**src/rtl/fetch_ctrl.sv**
```systemverilog
`default_nettype none
// ============================================================================
// Module  : fetch_ctrl
// Brief   : Instruction-fetch sequencer with in-order buffer, redirect, fault.
// Revision: 1.0 - initial release
// ============================================================================
module fetch_ctrl #(
  parameter logic [31:0] RESET_PC  = 32'h0,
  parameter int          MEM_SIZE  = 6,
  parameter int          BUF_DEPTH = 2
) (
  input  logic                               clk,
  input  logic                               rst,
  output logic [31:0]                        imem_addr,
  input  logic [31:0]                        imem_instr,
  input  logic                               en,
  input  logic                               redirect_valid,
  input  logic [31:0]                        redirect_pc,
  output logic                               out_valid,
  input  logic                               out_ready,
  output logic [31:0]                        out_pc,
  output logic [31:0]                        out_instr,
  output logic                               fault,
  output logic [$clog2(BUF_DEPTH+1)-1:0]     buf_count
);

  localparam int CNT_W = $clog2(BUF_DEPTH + 1);
  localparam int PTR_W = (BUF_DEPTH > 1) ? $clog2(BUF_DEPTH) : 1;

  localparam logic [0:0] S_RUN   = 1'b0;
  localparam logic [0:0] S_FAULT = 1'b1;

  logic [0:0]       state_q, state_d;
  logic [31:0]      fpc_q, fpc_d;
  logic [PTR_W-1:0] rd_ptr_q, rd_ptr_d, wr_ptr_q, wr_ptr_d;
  logic [CNT_W-1:0] count_q, count_d;
  logic [31:0]      pc_buf_q [BUF_DEPTH];
  logic [31:0]      pc_buf_d [BUF_DEPTH];
  logic [31:0]      instr_buf_q [BUF_DEPTH];
  logic [31:0]      instr_buf_d [BUF_DEPTH];
  logic [31:0]      out_pc_q, out_pc_d, out_instr_q, out_instr_d;

  logic fpc_legal, fetch_ok, pop, push;

  function automatic logic [PTR_W-1:0] ptr_inc(input logic [PTR_W-1:0] p);
    return (p == PTR_W'(BUF_DEPTH - 1)) ? '0 : p + 1'b1;
  endfunction

  assign fpc_legal = (fpc_q[1:0] == 2'b00) && (fpc_q[31:2] < 30'(MEM_SIZE));

  always_ff @(posedge clk) begin
    if (rst) state_q <= S_RUN;
    else     state_q <= state_d;
  end

  always_comb begin
    state_d = state_q;
    if (redirect_valid)
      state_d = S_RUN;
    else if ((state_q == S_RUN) && en && !fpc_legal)
      state_d = S_FAULT;
  end

  always_comb begin
    fault    = (state_q == S_FAULT);
    fetch_ok = (state_q == S_RUN) && en && !redirect_valid && fpc_legal;
  end

  assign out_valid = (count_q != '0);
  assign pop       = out_valid && out_ready;
  assign push      = fetch_ok && ((count_q < CNT_W'(BUF_DEPTH)) || pop);

  always_comb begin
    fpc_d       = fpc_q;
    rd_ptr_d    = rd_ptr_q;
    wr_ptr_d    = wr_ptr_q;
    count_d     = count_q;
    pc_buf_d    = pc_buf_q;
    instr_buf_d = instr_buf_q;
    out_pc_d    = out_pc_q;
    out_instr_d = out_instr_q;
    if (redirect_valid) begin
      // Flush: drop everything, same-cycle pop and push are discarded.
      fpc_d       = redirect_pc;
      rd_ptr_d    = '0;
      wr_ptr_d    = '0;
      count_d     = '0;
      out_pc_d    = '0;
      out_instr_d = '0;
    end else begin
      if (push) begin
        pc_buf_d[wr_ptr_q]    = fpc_q;
        instr_buf_d[wr_ptr_q] = imem_instr;
        wr_ptr_d              = ptr_inc(wr_ptr_q);
        fpc_d                 = fpc_q + 32'd4;
      end
      if (pop)
        rd_ptr_d = ptr_inc(rd_ptr_q);
      count_d = count_q + CNT_W'(push) - CNT_W'(pop);
      // Head registers follow the new head; they hold when the buffer empties.
      if (count_d != '0) begin
        out_pc_d    = pc_buf_d[rd_ptr_d];
        out_instr_d = instr_buf_d[rd_ptr_d];
      end
    end
  end

  always_ff @(posedge clk) begin
    if (rst) begin
      fpc_q       <= RESET_PC;
      rd_ptr_q    <= '0;
      wr_ptr_q    <= '0;
      count_q     <= '0;
      out_pc_q    <= '0;
      out_instr_q <= '0;
      for (int i = 0; i < BUF_DEPTH; i++) begin
        pc_buf_q[i]    <= '0;
        instr_buf_q[i] <= '0;
      end
    end else begin
      fpc_q       <= fpc_d;
      rd_ptr_q    <= rd_ptr_d;
      wr_ptr_q    <= wr_ptr_d;
      count_q     <= count_d;
      out_pc_q    <= out_pc_d;
      out_instr_q <= out_instr_d;
      pc_buf_q    <= pc_buf_d;
      instr_buf_q <= instr_buf_d;
    end
  end

  assign imem_addr = fpc_q;
  assign out_pc    = out_pc_q;
  assign out_instr = out_instr_q;
  assign buf_count = count_q;

endmodule
`default_nettype wire

```
**config.mk**
```make
export PLATFORM = sky130hd
export DESIGN_NAME = fetch_ctrl
export DESIGN_NICKNAME = d
export VERILOG_FILES = /design/src/rtl/fetch_ctrl.sv
export SDC_FILE = /design/constraint.sdc
export NUM_CORES = 1
export LEC_CHECK = 0
export CAP_MARGIN = 25
export CORE_ASPECT_RATIO = 1.1
export CORE_MARGIN = 5
export CORE_UTILIZATION = 51
export DETAILED_ROUTE_END_ITERATION = 8
export PLACE_DENSITY = 0.78
export RECOVER_POWER = 100
export SYNTH_ARGS = -nofsm -noshare
export SYNTH_HDL_FRONTEND = slang
export SYNTH_SLANG_ARGS = --single-unit
```
**constraint.sdc**
```tcl
create_clock -name clk -period 4.1 [get_ports clk]
set_clock_uncertainty 0.15 [all_clocks]
set_input_delay 0.615 -clock clk [delete_from_list [all_inputs] [get_ports clk]]
set_output_delay 0.615 -clock clk [all_outputs]
set_load 0.02 [all_outputs]
```
# Word-level counts from Yosys, hierarchy flattened
# Cells that the tools add are included.
[word_totals] in_bits=69 word_cells=58 register_bits=229 output_inout_bits=100
[classes] reduce_logical=16 n_lt_le_gt_ge=5 bitwise=3 addsub=5 mux=18
[op_table] cell="32-bit two-way mux" count=9
[op_table] cell="64-bit bitwise mux" count=2
[op_table] cell="64-bit two-way mux" count=2
[op_table] cell="32-bit by 3-bit adder with 32-bit output, second input constant" count=1
[op_table] cell="32-bit demux with 1-bit select" count=1
[op_table] cell="30-bit by 3-bit less-than comparator with 1-bit output, second input constant" count=1
[op_table] cell="1-bit logical AND" count=8
[op_table] cell="2-bit nonzero test" count=3
[op_table] cell="2-bit >= comparator, second input constant" count=2
[op_table] cell="1-bit two-way mux" count=4
[op_table] cell="1-bit inverter with 2-bit output" count=2
[op_table] cell="1-bit adder, second input constant" count=2
[op_table] cell="2-bit by 1-bit adder with 2-bit output" count=1
[op_table] cell="1-bit logical NOT" count=2
[op_table] cell="2-bit logical NOT" count=1
[op_table] cell="2-bit by 1-bit less-than comparator with 1-bit output, second input constant" count=1
[op_table] cell="2-bit less-than comparator, second input constant" count=1
[op_table] cell="2-bit OR reduction" count=1
[op_table] cell="2-bit by 1-bit subtractor with 2-bit output" count=1
[op_table] cell="1-bit logical OR" count=1
[op_table] cell="1-bit inverter" count=1

# Depth between registers and ports, before layout
[logic_depth] ltp_word=10 mapped_depth=13 mapped_depth_nobuf=11

# Worst setup path after synthesis
# Ideal clock, no wire load.
[synth_path] kind="register to register" start="register fpc_q[31] (netlist: imem_addr[31])" end="register out_instr_q[13] (netlist: out_instr[13])" n_path_buf=2 required_ns=3.880 synth_period_minus_slack_ns=3.606 stages_incl_launch_ff=14 arrival_ns=3.387 setup_time_ns=0.070 path_slack_ns=0.494 path_cell_list="dfxtp_1 -> nor4_1 -> nand4_2 -> or4_1 -> ha_1 -> inv_1 -> ha_1 -> xor2_1 -> xnor2_1 -> nor2b_1 -> clkbuf_1 -> buf_1 -> a221oi_2 -> a21oi_1"
[synth_between] elab_chain_cells=8 word_cells_on_any_way=11 classes_between="add/sub: 2; order compare: 1; mux: 4; reduce/logical: 4"
[synth_rtl] item="start: declaration" line="34" text="logic [31:0] fpc_q, fpc_d;"
[synth_rtl] item="start signal: assignment" line="121" text="fpc_q <= fpc_d;"
[synth_rtl] item="30-bit by 3-bit less-than comparator with 1-bit output (*)" line="49" text="assign fpc_legal = (fpc_q[1:0] == 2'b00) && (fpc_q[31:2] < 30'(MEM_SIZE));"
[synth_rtl] item="1-bit logical AND (*)" line="49"
[synth_rtl] item="1-bit logical AND (*)" line="66" text="fetch_ok = (state_q == S_RUN) && en && !redirect_valid && fpc_legal;"
[synth_rtl] item="1-bit logical AND (*)" line="71" text="assign push = fetch_ok && ((count_q < CNT_W'(BUF_DEPTH)) || pop);"
[synth_rtl] item="parallel branches: the longest is 4 deep, another holds 2-bit by 1-bit adder with 2-bit output"
[synth_rtl] item="end signal: assignment" line="126" text="out_instr_q <= out_instr_d;"
[synth_rtl] item="end: declaration" line="41" text="logic [31:0] out_pc_q, out_pc_d, out_instr_q, out_instr_d;"
# Mark *: on every way between the ends. The select of a mux whose other input is x is not followed.
# A chain may end at the register's enable or synchronous reset.

# Worst setup path in the final report
[layout_path] start="register fpc_q[18] (netlist: imem_addr[18])" end="register pc_buf_q[27] (netlist bit)"
[layout_between] elab_chain_cells=5
[layout_rtl] item="30-bit by 3-bit less-than comparator with 1-bit output" line="49"
[layout_rtl] item="1-bit logical AND" line="49"
[layout_rtl] item="1-bit logical AND" line="66"
[layout_rtl] item="1-bit logical AND" line="71"
[layout_rtl] item="64-bit two-way mux" line="91" text="if (push) begin"
[layout_rtl] item="end signal: assignment" line="127" text="pc_buf_q <= pc_buf_d;"
[layout_rtl] item="end: declaration" line="37" text="logic [31:0] pc_buf_q [BUF_DEPTH];"
# No other way between the ends.

==> results.py <==
metrics = {
    "run_status": {
        "status": "finished with violations",
        "violations": "max-capacitance violations, max-slew violations",
    },
    "synthesis": {
        "ys.flop_type": "dfxtp_1",
        "avgSynthCellArea_sq_um": 9.78,
        "yosysWarnings": 0,
        "synth_commonest_cells": "dfxtp_1, nor2_1, nand2_1",
        "synth_area_leaders": "dfxtp_1, mux2i_1, a221oi_2, nor2_1, and2_1",
        "syn_nets": 947,
        "yosysTopAreaCellShare": 0.536,
        "syn_area_sq_um": 8560,
        "synthCells": 875,
        "seq_area_frac_synth": 0.536,
        "synth_area_leader_cell": "dfxtp_1",
        "synth_edf_count": 0,
        "synth-async-reset-ratio": 0,
        "synth.most_common_cell": "dfxtp_1",
        "ys_types": 34,
        "synth-seq-cells": 229,
    },
    "routing": {
        "post_drt_wl_per_cell_microns": 17.6,
        "drt-initial-drc-count": 463,
        "via_per_inst": 5.61,
        "ant_nets": 0,
        "drt_pass1_iterations": 5,
        "drc": 0,
        "finalWirelength_microns": 21700,
        "vias": 6932,
    },
    "global_routing": {
        "grt_pass1_wl_microns": 35500,
        "grt_pass1_vias": 6981,
        "grt_max_degree": 78,
        "grt_overflow_total": 0,
        "grt_usage": 0.216,
        "antenna_found_initial": 1,
    },
    "placement": {
        "dp.cells": 1199,
        "place_hpwl_microns": 13400,
        "port_buffers": 168,
        "gp_congestion": 0.748,
    },
    "power_and_ir_drop": {
        "powerDensity_nw_per_um2": 409,
        "peakVddDrop_uv": 297,
        "p_leak_nw": 4.42,
    },
    "clocking": {
        "clock-root-buffer": "clkbuf_16",
        "cts_tree": "built",
        "clk_pin_slew_ps": 60,
        "cts_hold_buf": 0,
        "h-tree-depth": 1,
        "cts_buffer_depth": 3,
        "worstSkewPairLatency_ps": 500,
        "cts_made_buffers": 22,
        "ctsResizeCount": 0,
        "postCtsSetupBuffers": 0,
        "cts.sinks": 229,
    },
    "timing": {
        "setup_tns_ps": 0,
        "slew_headroom": -0.218,
        "final-setup-viol-count": 0,
        "min_period_over_period": 0.863,
        "rsz0062_at_grt": "false",
        "worst_pin_slew_ps": 1830,
        "max_freq_mhz": 282,
        "hold_viol_final": 0,
        "drv_slew": 148,
        "whs_ps": 302,
        "period_needed_ps": 3540,
    },
    "flow_run": {
        "drv_cap": 3,
    },
    "critical_path": {
        "path_buf_inv": 3,
        "critical_path_class": "flop to flop",
        "worstPathCellList": "nor4_1 -> nand4_1 -> clkbuf_1 -> nor4_1 -> clkbuf_2 -> nor2_1 -> clkbuf_2 -> and2_0",
        "crit_family": "simple AND/OR/NAND/NOR gates",
        "max_stage_delay_ps": 790,
        "slowest_stage": "clkbuf_2",
        "crit_fanout": 36,
        "arrival_ps": 3770,
        "start_kind": "flop",
        "crit_path_end_kind": "flop",
        "cp.required_ps": 4330,
    },
    "final_layout": {
        "fin_nets": 1091,
        "drive_gt1_frac": 0.0640,
        "num-fill-cells": 1379,
        "syn_to_final_growth_pct": 27.2,
        "antenna_cells": 0,
        "instances_no_fill": 1236,
    },
    "floorplanning": {
        "die_area_sq_um": 19500,
        "fp-row-count": 49,
        "die_h_microns": 146,
        "ios": 169,
        "die_w_microns": 133,
        "start_util": 0.521,
        "core_sq_um": 16400,
    },
    "worst_hold_path": {
        "min_path_type": "flop to flop",
    },
}
==> metrics by stage <==
stage	utilization	cell area [sq um]	total power, mW	setup WS, ps
floorplan	-	8560	2.42	494
global placement	0.635	10400	2.57	362
detailed placement	0.635	10400	2.57	268
CTS	0.678	11100	4.50	571
global route	0.662	10900	4.60	250
finish	0.662	10900	4.45	560
==> worst min-delay path, cell delays in order (launching register included) <==
cell and delay [ps]:
dfxtp_1 310, nand2_1 50, a21oi_1 50
==> final cells by class <==
class                      count  area, sq um  share of cell area
sequential                   229         4580               0.421
inverter                       3         11.3             0.00103
timing repair buffer         190         1840               0.169
clock buffer                  34          676              0.0621
multi-input combinational    573         3490               0.321
tap                          204          255              0.0235
clock inverter                 3         26.3             0.00241
==> layout by cell type (no fill, tap or decap), types with 5 or more instances in the layout <==
master / instances
dfxtp_1: 229
dlygate4sd3_1: 100
nor2_1: 98
nand2_1: 75
a21oi_1: 72
clkdlybuf4s50_1: 66
mux2i_1: 65
o21ai_0: 64
a221oi_1: 61
nand2b_1: 36
and2_1: 33
and2_0: 26
clkbuf_16: 22
buf_4: 13
clkbuf_1: 9
clkbuf_8: 8
nor3_1: 6
nor4_1: 5
xor2_1: 5
==> power by group <==
part | switching [mW] | internal, mW
combinational | 0.127 | 0.119
sequential | 0.0187 | 2.25
clock | 0.809 | 1.13
total | 0.955 | 3.49
==> layer usage <==
layer	vias to the layer above	share of wire	global-route usage
met1	3362	0.42	0.278
met5	-	0.00092	0
li1	3315	-	-
met3	35	0.070	0.0508
met2	218	0.49	0.368
met4	2	0.018	0.0545
==> registers in the layout, indices dropped and copies added (netlist names) <==
signal,cells
instr_buf_q,64
pc_buf_q,64
imem_addr,32
out_instr,32
out_pc,32
buf_count,2
fault,1
rd_ptr_q,1
wr_ptr_q,1
==> kinds of logic after synthesis <==
family,Yosys count,synth area share
compound gates,203,0.170
xor+xnor,6,0.00614
fa+ha+maj,3,0.00439
buf+inv,73,0.0370
flops,229,0.536
mux,65,0.0760
simple gates,296,0.170
==> final timing paths <==
| path | slack (ps) | start | cells after the start | to |
|---|---|---|---|---|
| worst max-delay path | 560 | imem_addr[18] | 8 | pc_buf_q[27] |
| worst min-delay path | 300 | instr_buf_q[4] | 2 | instr_buf_q[4] |
| worst max register to register | 560 | imem_addr[18] | 8 | pc_buf_q[27] |
| worst min register to register | 300 | instr_buf_q[4] | 2 | instr_buf_q[4] |
No activity file was read; power rests on OpenSTA's default activity.
